`config.mk`:
```
export PLATFORM = sky130hd
export DESIGN_NAME = nx_indirect_access_arbiter
export DESIGN_NICKNAME = d
export VERILOG_FILES = /design/src/rtl/nx_indirect_access_arbiter.sv
export SDC_FILE = /design/constraint.sdc
export NUM_CORES = 1
export LEC_CHECK = 0
export BUFFER_PORTS_ARGS = -buffer_cell sky130_fd_sc_hd__buf_4
export CAP_MARGIN = 20
export CELL_PAD_IN_SITES_DETAIL_PLACEMENT = 1
export CELL_PAD_IN_SITES_GLOBAL_PLACEMENT = 1
export CORE_AREA = 10 10 196 198
export CTS_CLUSTER_DIAMETER = 80
export DETAILED_ROUTE_END_ITERATION = 8
export DIE_AREA = 0 0 206 208
export HOLD_SLACK_MARGIN = 0.08
export PLACE_DENSITY = 0.83
export SLEW_MARGIN = 20
export SYNTH_ARGS = -nofsm -noshare
export SYNTH_HDL_FRONTEND = slang
export SYNTH_SLANG_ARGS = --single-unit
export TNS_END_PERCENT = 10
```
`constraint.sdc`:
```
create_clock -name clk -period 3.1 [get_ports clk]
set_input_delay 0.62 -clock clk [delete_from_list [all_inputs] [get_ports clk]]
set_output_delay 0.62 -clock clk [all_outputs]
set_load 0.05 [all_outputs]
```
`src/rtl/nx_indirect_access_arbiter.sv`:
```
// Round-robin arbiter that lets N_REQ requesters share one register-indirect
// command engine, with one command in flight, a completion timeout and stray-done accounting.
module nx_indirect_access_arbiter #(
  parameter int N_REQ          = 4,
  parameter int N_ADDR_BITS    = 5,
  parameter int N_DATA_BITS    = 64,
  parameter int TIMEOUT_CYCLES = 255
) (
  input  logic                           clk,
  input  logic                           reset,
  input  logic [N_REQ-1:0]               req_valid,
  input  logic [4*N_REQ-1:0]             req_op,
  input  logic [N_ADDR_BITS*N_REQ-1:0]   req_addr,
  input  logic [N_DATA_BITS*N_REQ-1:0]   req_wdat,
  output logic [N_REQ-1:0]               req_ready,
  output logic [N_REQ-1:0]               rsp_valid,
  output logic [2:0]                     rsp_code,
  output logic [N_DATA_BITS-1:0]         rsp_rdat,
  output logic                           eng_cmnd_valid,
  output logic [3:0]                     eng_cmnd_op,
  output logic [N_ADDR_BITS-1:0]         eng_cmnd_addr,
  output logic [N_DATA_BITS-1:0]         eng_wdat,
  input  logic                           eng_busy,
  input  logic                           eng_done,
  input  logic [2:0]                     eng_stat_code,
  input  logic [N_DATA_BITS-1:0]         eng_rdat,
  output logic [7:0]                     timeout_cnt,
  output logic [7:0]                     stray_done_cnt
);

  localparam int IDW = $clog2(N_REQ);
  localparam int SW  = IDW + 1;
  localparam logic [7:0] TMO_LAST = 8'(TIMEOUT_CYCLES - 1);

  typedef enum logic [1:0] {IDLE, ISSUE, WAIT, RESP} state_t;

  state_t             state, state_nxt;
  logic [IDW-1:0]     rr_ptr, grant_id, gnt_idx, rr_nxt;
  logic [SW-1:0]      gnt_sum, gnt_inc;
  logic [2*N_REQ-1:0] vld_dbl;
  logic [N_REQ-1:0]   vld_rot;
  logic               any_vld;
  logic               timeout_hit;
  logic [7:0]         timer;

  function automatic logic [7:0] sat_inc(input logic [7:0] v);
    return (v == 8'hFF) ? v : v + 8'd1;
  endfunction

  // Rotate the request vector so that bit 0 is the requester at rr_ptr.
  assign vld_dbl = {req_valid, req_valid};
  assign vld_rot = vld_dbl[rr_ptr +: N_REQ];

  always_comb begin
    any_vld = 1'b0;
    gnt_sum = '0;
    for (int k = N_REQ - 1; k >= 0; k--) begin
      if (vld_rot[k]) begin
        any_vld = 1'b1;
        gnt_sum = {1'b0, rr_ptr} + SW'(k);
      end
    end
    gnt_idx = (gnt_sum >= SW'(N_REQ)) ? IDW'(gnt_sum - SW'(N_REQ)) : gnt_sum[IDW-1:0];
    gnt_inc = {1'b0, gnt_idx} + SW'(1);
    rr_nxt  = (gnt_inc == SW'(N_REQ)) ? '0 : gnt_inc[IDW-1:0];
  end

  always_ff @(posedge clk) begin
    if (reset) state <= IDLE;
    else       state <= state_nxt;
  end

  // Strobes are suppressed during reset so an accept or issue cannot be lost.
  always_comb begin
    state_nxt      = state;
    req_ready      = '0;
    rsp_valid      = '0;
    eng_cmnd_valid = 1'b0;
    timeout_hit    = 1'b0;
    if (!reset) begin
      case (state)
        IDLE: if (any_vld) begin
          req_ready[gnt_idx] = 1'b1;
          state_nxt          = ISSUE;
        end
        ISSUE: if (!eng_busy) begin
          eng_cmnd_valid = 1'b1;
          state_nxt      = WAIT;
        end
        WAIT: begin
          if (eng_done) begin
            state_nxt = RESP;
          end else if (timer == TMO_LAST) begin
            timeout_hit = 1'b1;
            state_nxt   = RESP;
          end
        end
        RESP: begin
          rsp_valid[grant_id] = 1'b1;
          state_nxt           = IDLE;
        end
        default: state_nxt = IDLE;
      endcase
    end
  end

  always_ff @(posedge clk) begin
    if (reset) begin
      rr_ptr         <= '0;
      grant_id       <= '0;
      eng_cmnd_op    <= '0;
      eng_cmnd_addr  <= '0;
      eng_wdat       <= '0;
      timer          <= '0;
      rsp_code       <= '0;
      rsp_rdat       <= '0;
      timeout_cnt    <= '0;
      stray_done_cnt <= '0;
    end else begin
      if (|req_ready) begin
        eng_cmnd_op   <= req_op[gnt_idx*4 +: 4];
        eng_cmnd_addr <= req_addr[gnt_idx*N_ADDR_BITS +: N_ADDR_BITS];
        eng_wdat      <= req_wdat[gnt_idx*N_DATA_BITS +: N_DATA_BITS];
        grant_id      <= gnt_idx;
        rr_ptr        <= rr_nxt;
      end
      if (eng_cmnd_valid)
        timer <= '0;
      else if (state == WAIT && !eng_done && !timeout_hit)
        timer <= timer + 8'd1;
      // A done in the final WAIT cycle takes priority over the timeout.
      if (state == WAIT && eng_done) begin
        rsp_code <= eng_stat_code;
        rsp_rdat <= eng_rdat;
      end else if (timeout_hit) begin
        rsp_code    <= 3'b111;
        rsp_rdat    <= '0;
        timeout_cnt <= sat_inc(timeout_cnt);
      end
      if (eng_done && state != WAIT)
        stray_done_cnt <= sat_inc(stray_done_cnt);
    end
  end

endmodule

```
# After elaboration in Yosys (flattened, before gate mapping)
# Cells that the tools add are included.
[totals]
ff_bits = 170
latchBits = 0
ram_bits = 0
rom_bits = 0
out_inout_bits = 165
elab_cells = 93
memories = 0
[classes]
n_addsub = 8
multipliers = 1
div_mod_pow = 0
magnitude_cmp = 5
n_eq_ne = 11
n_shift = 4
n_mux = 35
bitwise_logic = 3
n_reduce_logical = 15
[ops]
columns = ["cell", "count"]
rows = [
  ["256-bit by 9-bit indexed part select with 64-bit output", 1],
  ["64-bit 2-to-1 mux", 2],
  ["8-bit by 1-bit adder with 8-bit output (second input constant)", 3],
  ["8-bit == test (second input constant)", 3],
  ["4-bit 2-to-1 mux", 5],
  ["20-bit by 6-bit indexed part select with 5-bit output", 1],
  ["3-bit 2-to-1 mux", 6],
  ["16-bit by 5-bit indexed part select with 4-bit output", 1],
  ["1-bit 2-to-1 mux", 13],
  ["2-bit 2-to-1 mux", 6],
  ["2-bit case mux with 4 select lines", 1],
  ["8-bit by 3-bit indexed part select with 4-bit output", 1],
  ["2-bit by 1-bit adder with 3-bit output (second input constant)", 2],
  ["2-bit by 2-bit adder with 3-bit output (second input constant)", 2],
  ["1-bit logical AND", 6],
  ["2-bit by 3-bit less-than comparator with 1-bit output (second input constant)", 2],
  ["2-bit != test (second input constant)", 3],
  ["3-bit AND reduction", 2],
  ["2-bit by 3-bit multiplier with 5-bit output (second input constant)", 1],
  ["1-bit demux with 2-bit select", 2],
  ["2-bit == test (second input constant)", 2],
  ["2-bit by 1-bit greater-or-equal comparator with 1-bit output (second input constant)", 2],
  ["4-bit OR reduction", 1],
  ["3-bit == test (second input constant)", 1],
  ["10 further kinds", 13],
]

# Longest topological paths before layout
# Gate-level depths: netlist of run 1.
[depth]
depth_word = 15
depth_mapped = 13
mapped_depth_nobuf = 8

# Worst setup path before layout of run 1
# Ideal clock, no wire load.
[synth_timing]
kind = "input -> output"
start = "in reset"
end = "out rsp_valid[0]"
t_arrival_ps = 2633
t_required_ps = 2480
path_slack_ps = -153
path_stages = 3
path_buffers = 2
path_cell_list = "clkbuf_1 clkbuf_1 nor4b_1"
[synth_between]
elab_chain_len = 1
[synth_lines]
columns = ["element", "line_no", "text"]
rows = [
  ["from (decl)", "10", "input logic reset,"],
  ["4-bit 2-to-1 mux", "80", "if (!reset) begin"],
  ["to (decl)", "16", "output logic [N_REQ-1:0] rsp_valid,"],
]
# Every way passes these cells.

# Final worst setup path of run 1
[layout_timing]
start = "reg rr_ptr[0]"
end = "out req_ready[3]"
[layout_between]
elab_chain_len = 14
elab_cells_between_ends = 23
[layout_lines]
columns = ["element", "line_no", "text"]
rows = [
  ["from (decl)", "38", "logic [IDW-1:0] rr_ptr, grant_id, gnt_idx, rr_nxt;"],
  ["from (signal assigned)", "125", "rr_ptr <= rr_nxt;"],
  ["2-bit by 2-bit adder with 3-bit output / 8-bit by 3-bit indexed part select with 4-bit output (equally long branches)", "60, 52", ""],
  ["3-bit 2-to-1 mux (4 in series)", "58", "if (vld_rot[k]) begin"],
  ["3-bit greater-or-equal comparator / 2-bit by 1-bit subtractor with 2-bit output (equally long branches)", "63", "gnt_idx = (gnt_sum >= SW'(N_REQ)) ? IDW'(gnt_sum - SW'(N_REQ)) : gnt_sum[IDW-1:0];"],
  ["2-bit 2-to-1 mux", "63", ""],
  ["2-bit by 3-bit less-than comparator with 1-bit output (not written as such) / 2-bit by 1-bit greater-or-equal comparator with 1-bit output (equally long branches)", "83", "req_ready[gnt_idx] = 1'b1;"],
  ["1-bit logical AND (not written as such)", "83", ""],
  ["1-bit 2-to-1 mux (not written as such)", "83", ""],
  ["1-bit demux with 2-bit select", "83", ""],
  ["4-bit 2-to-1 mux *", "82", "IDLE: if (any_vld) begin"],
  ["4-bit 2-to-1 mux *", "81", "case (state)"],
  ["4-bit 2-to-1 mux *", "80", ""],
  ["to (decl)", "15", "output logic [N_REQ-1:0] req_ready,"],
]
# Every way passes the cells marked *; elsewhere a longest branch is shown, timed or not.

==> results of run 1 <==
[logic make-up after synthesis]
family                     share of synthesized area [%]
and+or+nand+nor                                    12.41
xor gates and xnor gates                           1.851
DFF                                                37.85
AOI/OAI and AO/OA                                  29.86
buffers and inverters                              8.056
adders and majority gates                          1.391
muxes                                              8.585
[stage by stage]
stage | util [%] | worst slack, ns | power [mW] | cell area (µm²) | TNS, ns
global placement | 38.97 | 0.07589 | 9.615 | 13390 | 0
floorplan | - | -0.1535 | 7.592 | 8992 | -0.3070
finish | 40.61 | 0.2105 | 11.74 | 13960 | 0
CTS | 40.57 | 0.03517 | 11.88 | 13950 | 0
detailed placement | 38.97 | -0.01400 | 9.774 | 13390 | -0.02188
global route | 40.61 | 0.07728 | 12.37 | 13960 | 0
[routing by layer]
metal / vias to the layer above / track usage, %
met3: 56 / 7.986
met2: 397 / 33.16
li1: 4561 / -
met1: 4742 / 19.61
met4: 2 / 6.774
met5: - / 0
[final timing paths]
check             slack (ns)                      start  cells after the start                   endpoint
setup / recovery        0.21     rr_ptr[0]$_SDFFE_PP0P_                      7               req_ready[3]
hold / removal          0.43               eng_rdat[46]                      3  rsp_rdat[46]$_SDFFE_PP0P_
setup reg to reg        0.25     rr_ptr[1]$_SDFFE_PP0P_                      9  eng_wdat[43]$_SDFFE_PP0P_
hold reg to reg         0.50  rsp_rdat[21]$_SDFFE_PP0P_                      2  rsp_rdat[21]$_SDFFE_PP0P_
[sequential cells by signal (all words and copies together) (netlist names)]
| signal | count |
|---|---|
| eng_wdat | 64 |
| rsp_rdat | 64 |
| timer | 8 |
| rsp_code | 3 |
| rr_ptr | 2 |
| timeout_cnt | 8 |
| stray_done_cnt | 8 |
| grant_id | 2 |
| eng_cmnd_op | 4 |
| eng_cmnd_addr | 5 |
| state | 2 |
[cell type report]
class / count / area [µm²]
fill: 4108 / 20410
tap: 455 / 569.3
clock inverter: 13 / 108.9
sequential: 170 / 3403
antenna: 3 / 7.507
clock buffer: 19 / 442.9
multi-input combinational: 653 / 4920
inverter: 83 / 314.1
timing repair buffer: 552 / 4194
[what timing repair did]
action	4_1_cts	5_1_grt
hold buffers	0	0
gates resized for setup	0	1
setup endpoints to repair	0	4
[worst max-delay path, cell delays in order (launching register included)]
cell and delay (ns):
dfxtp_1 0.38, nor2b_1 0.12, or4b_4 0.56, and2_4 0.19, inv_1 0.06, ha_1 0.18, and2_1 0.13, buf_4 0.20
[power by group]
group          switching, mW  internal (mW)  total [mW]
combinational           4.32           2.23        6.55
sequential             0.359           2.77        3.13
clock                  0.989           1.06        2.05
total                   5.67           6.07        11.7
[layout by cell type, fill, tap and decap left out, types with 65 or more instances in the layout]
master	count
nand3_1	79
o21ai_0	80
inv_1	82
mux2i_1	76
buf_4	548
nor2_1	94
o221ai_2	70
a22oi_1	65
a21o_1	73
dfxtp_1	170
==> run metrics, run 1 <==
Routed Antenna Nets=0; min-delay worst type=in2reg; clock sink total=170; Post-Syn Nets=1372; CP Capture Type=output port; fin crit period=2.890 ns; first-pass GRT wire length=62730 µm; largest net degree at the start of global routing=75; DRT Wirelength=43000 µm; nets=1854; CTS buffer count=17; ys async rst share=0%; Post-CTS Setup Inserts=0; flops & latches, synth=170; dominant cells by area after synthesis=dfxtp_1, o221ai_2, mux2i_1; Final Slew Violations=0; WS Path Type=reg2out; die height=208 µm; YS warnings=0; layout cells sized above 1=45.03%; starting density of the core=26.16%; Mapped Cells=995; post-route non-filler standard cell count=1948; WL met2=21520 µm; Die Width=206 µm; routed vias/inst=5.009; unrepaired setup endpoints after global routing=false; Cell variety after synth=49; top_reg_cell synth=dfxtp_1; crit start category=flop; Area Growth Syn to Fin=55.24%; routability cong.=0.8403; die area=0.04285 mm²; Slew @ Worst Pin=0.9722 ns; cell count after placement=1913; Total GRT Usage=18.90%; CP Max Fanout=4; core area=0.03437 mm²; Post-synth EDFFs=0; CP required=2.48 ns; Synth top area share=37.85%; root buf cell=clkbuf_16; Top Metal Used=met5; DR pass1 iterations=5; CTS tree=built; CTS Buffer Depth=2; Tcrit/Tclk final=93.21%; Wirelength per Cell=22.07 µm; IO Count=532; vias in the first global route=10.43k; DR DRC count=0; met3 WL=4463 µm; metal1 wirelength=15910 µm; Slew headroom=35.19%; max-cap check violation count=0; IO Port Bufs=531; Peak VDD IR=0.4322 mV; Max Fclk=346.1 MHz; initial drt markers=457; Clock Pin Slew Worst Setup and Hold Paths=0.07 ns; Leakage=6.043 nW; area leader, netlist=dfxtp_1; status=finished, final reports clean; Power Density=841.1 mW/mm²; final setup fails=0; data arrival time of the worst path=2.27 ns; Final Hold Fails=0; Post-DP HPWL=33770 µm; Cell Rows=68; Cell Area, Synth=0.008992 mm²; grt total ovfl=0; worst skew pair latency=0.45 ns; WHS=0.4287 ns; most common cell in the netlist=dfxtp_1; commonest cells in the netlist=dfxtp_1, nor2_1, inv_1; syn avg cell area=9.038 µm²; share of the yosys chip area belonging to registers=37.85%; antenna violations before repair=3; routed via count=9758; H-tree depth=4; final clock skew=0.01247 ns
Note: power is estimated with default switching activity, not from simulation.
==> run 2: changes to the inputs <==
==> constraint.sdc (replaced) <==
create_clock -name clk -period 2.35 [get_ports clk]
set_input_delay 0.47 -clock clk [delete_from_list [all_inputs] [get_ports clk]]
set_output_delay 0.47 -clock clk [all_outputs]
set_load 0.05 [all_outputs]
==> run metrics, run 2 (same netlist as run 1, synthesis figures left out) <==
status=complete, but fails checks (was finished, final reports clean); violated checks=negative setup slack; Clock Pin Slew Worst Setup and Hold Paths=0.07 ns (about the same); H-tree depth=4 (unchanged); Routed Antenna Nets=0 (unchanged); routability cong.=0.8685 (was 0.8403); largest net degree at the start of global routing=74 (was 75); routed vias/inst=4.994 (was 5.009); multi-input logic area=0.005026 mm² (was 0.004920 mm²); Area Growth Syn to Fin=62.63% (was 55.24%); Slew @ Worst Pin=0.9439 ns (was 0.9722 ns); data arrival time of the worst path=2.03 ns (was 2.27 ns); layout cells sized above 1=47.71% (was 45.03%); unrepaired setup endpoints after global routing=true (was false); starting density of the core=26.16% (unchanged); Fillers=4013 (was 4108); DR pass1 iterations=4 (was 5); CP required=1.88 ns (was 2.48 ns); final setup margin=-0.1515 ns (was 0.2105 ns); Wirelength per Cell=22.82 µm (was 22.07 µm); routed via count=9913 (was 9758); largest registers=eng_wdat: 64 flops, rsp_rdat: 64 flops (unchanged); clock sink total=170 (unchanged); Cell Rows=68 (unchanged); final setup fails=78 (was 0); first-pass GRT wire length=65850 µm (was 62730 µm); Tcrit/Tclk final=106.4%; Max Fclk=399.8 MHz; CTS Buffer Depth=2 (unchanged); Leakage=6.365 nW (was 6.043 nW); min-delay worst type=in2reg (unchanged); Area after DPL=0.01377 mm² (was 0.01339 mm²); Die Width=206 µm (unchanged); root buf cell=clkbuf_16 (unchanged); post-route non-filler standard cell count=1985 (was 1948); worst skew pair latency=0.44 ns (was 0.45 ns); WS Path Type=reg2out (unchanged); CP Capture Type=output port (unchanged); vias in the first global route=10.81k (was 10.43k); IO Port Bufs=531 (unchanged); CTS tree=built (unchanged); crit start category=flop (unchanged); Slew headroom=37.07% (was 35.19%); DRT Wirelength=45300 µm (was 43000 µm); most frequent cells in the layout=buf_4, dfxtp_1, nor2_1 (unchanged); CP startpoint=rr_ptr[1]$_SDFFE_PP0P_ (was rr_ptr[0]$_SDFFE_PP0P_); Post-DP HPWL=35300 µm (was 33770 µm); Final Hold Fails=0 (unchanged); core area=0.03437 mm² (unchanged); IO Count=532 (unchanged); final clock skew=0.01044 ns (was 0.01247 ns); max-cap check violation count=0 (unchanged); area taken by flip-flops and latches=0.003411 mm² (was 0.003403 mm²); initial drt markers=456 (was 457); Hold Startpoint=eng_rdat[57] (was eng_rdat[46]); worst r2r src=rr_ptr[1]$_SDFFE_PP0P_ (unchanged); post-route cell area=0.01462 mm² (was 0.01396 mm²); final core utilization=42.55% (was 40.61%); commonest non-fill, non-tap cell in the layout=buf_4 (unchanged); Post-CTS Hold Fix Bufs=0 (unchanged); grt total ovfl=0 (unchanged); die area=0.04285 mm² (unchanged); CTS buffer count=17 (unchanged); Power Density=1119 mW/mm² (was 841.1 mW/mm²); Total GRT Usage=19.80% (was 18.90%); die height=208 µm (unchanged); Final Slew Violations=0 (unchanged); nets=1893 (was 1854); cell count after placement=1943 (was 1913); CP Max Fanout=4 (unchanged); DR DRC count=0 (unchanged); Peak VDD IR=0.6390 mV (was 0.4322 mV); pre-CTS setup slack=-0.4344 ns (was -0.01400 ns); antenna violations before repair=2 (was 3); fin crit period=2.501 ns
run 2: where the power goes:
part | leakage (nW) | internal [mW] | switching [mW]
Combinational | 4.70 | 3.44 | 5.96
Sequential | 1.39 | 3.67 | 0.479
Clock | 0.278 | 1.51 | 1.31
Total | 6.36 | 8.62 | 7.74
run 2: final cells by class:
class | instances | share of cell area, %
Antenna cell | 2 | 0.03422
Clock buffer | 18 | 3.003
Clock inverter | 13 | 0.9497
Inverter | 83 | 2.165
Multi-Input combinational cell | 653 | 34.37
Sequential cell | 170 | 23.32
Tap cell | 455 | 3.893
Timing Repair Buffer | 591 | 32.26
run 2: worst paths after layout:
| kind | slack (ns) | endpoint | depth (start not counted) |
|---|---|---|---|
| setup reg to reg | -0.13 | eng_wdat[43]$_SDFFE_PP0P_ | 10 |
| hold reg to reg | 0.50 | eng_wdat[22]$_SDFFE_PP0P_ | 2 |
| setup / recovery | -0.15 | req_ready[3] | 6 |
| hold / removal | 0.28 | rsp_rdat[57]$_SDFFE_PP0P_ | 3 |
run 2: worst max-delay path, stage by stage, from the launching register on:
cell and delay (ns):
dfxtp_4 0.36, or4_4 0.56, and2_4 0.20, inv_4 0.06, ha_4 0.13, and2_4 0.15
buf_12 0.14
run 2: routing by layer:
metal / up-vias / share of wire [%] / track usage, %
met3: 58 / 9.0 / 6.868
met2: 430 / 50 / 34.56
li1: 4641 / - / -
met5: - / 0 / 0
met4: 0 / 2.8 / 7.953
met1: 4784 / 38 / 21.28
run 2: stage by stage:
stage	hold slack, ns	TNS [ns]	power [mW]
floorplan	0.4607	-24.89	10.06
global placement	0.4803	-18.65	13.12
detailed placement	0.4890	-24.27	13.35
CTS	0.2525	-5.451	16.44
global route	0.2675	-14.00	17.21
finish	0.2816	-7.497	16.37
run 2: what timing repair did:
item | 4_1_cts | 5_1_grt
endpoints found under the hold margin | 0 | 0
setup endpoints to repair | 80 | 116
pin swaps | 5 | 0
cloned | 1 | 2
buffers inserted | 6 | 0
resized for setup | 29 | 9
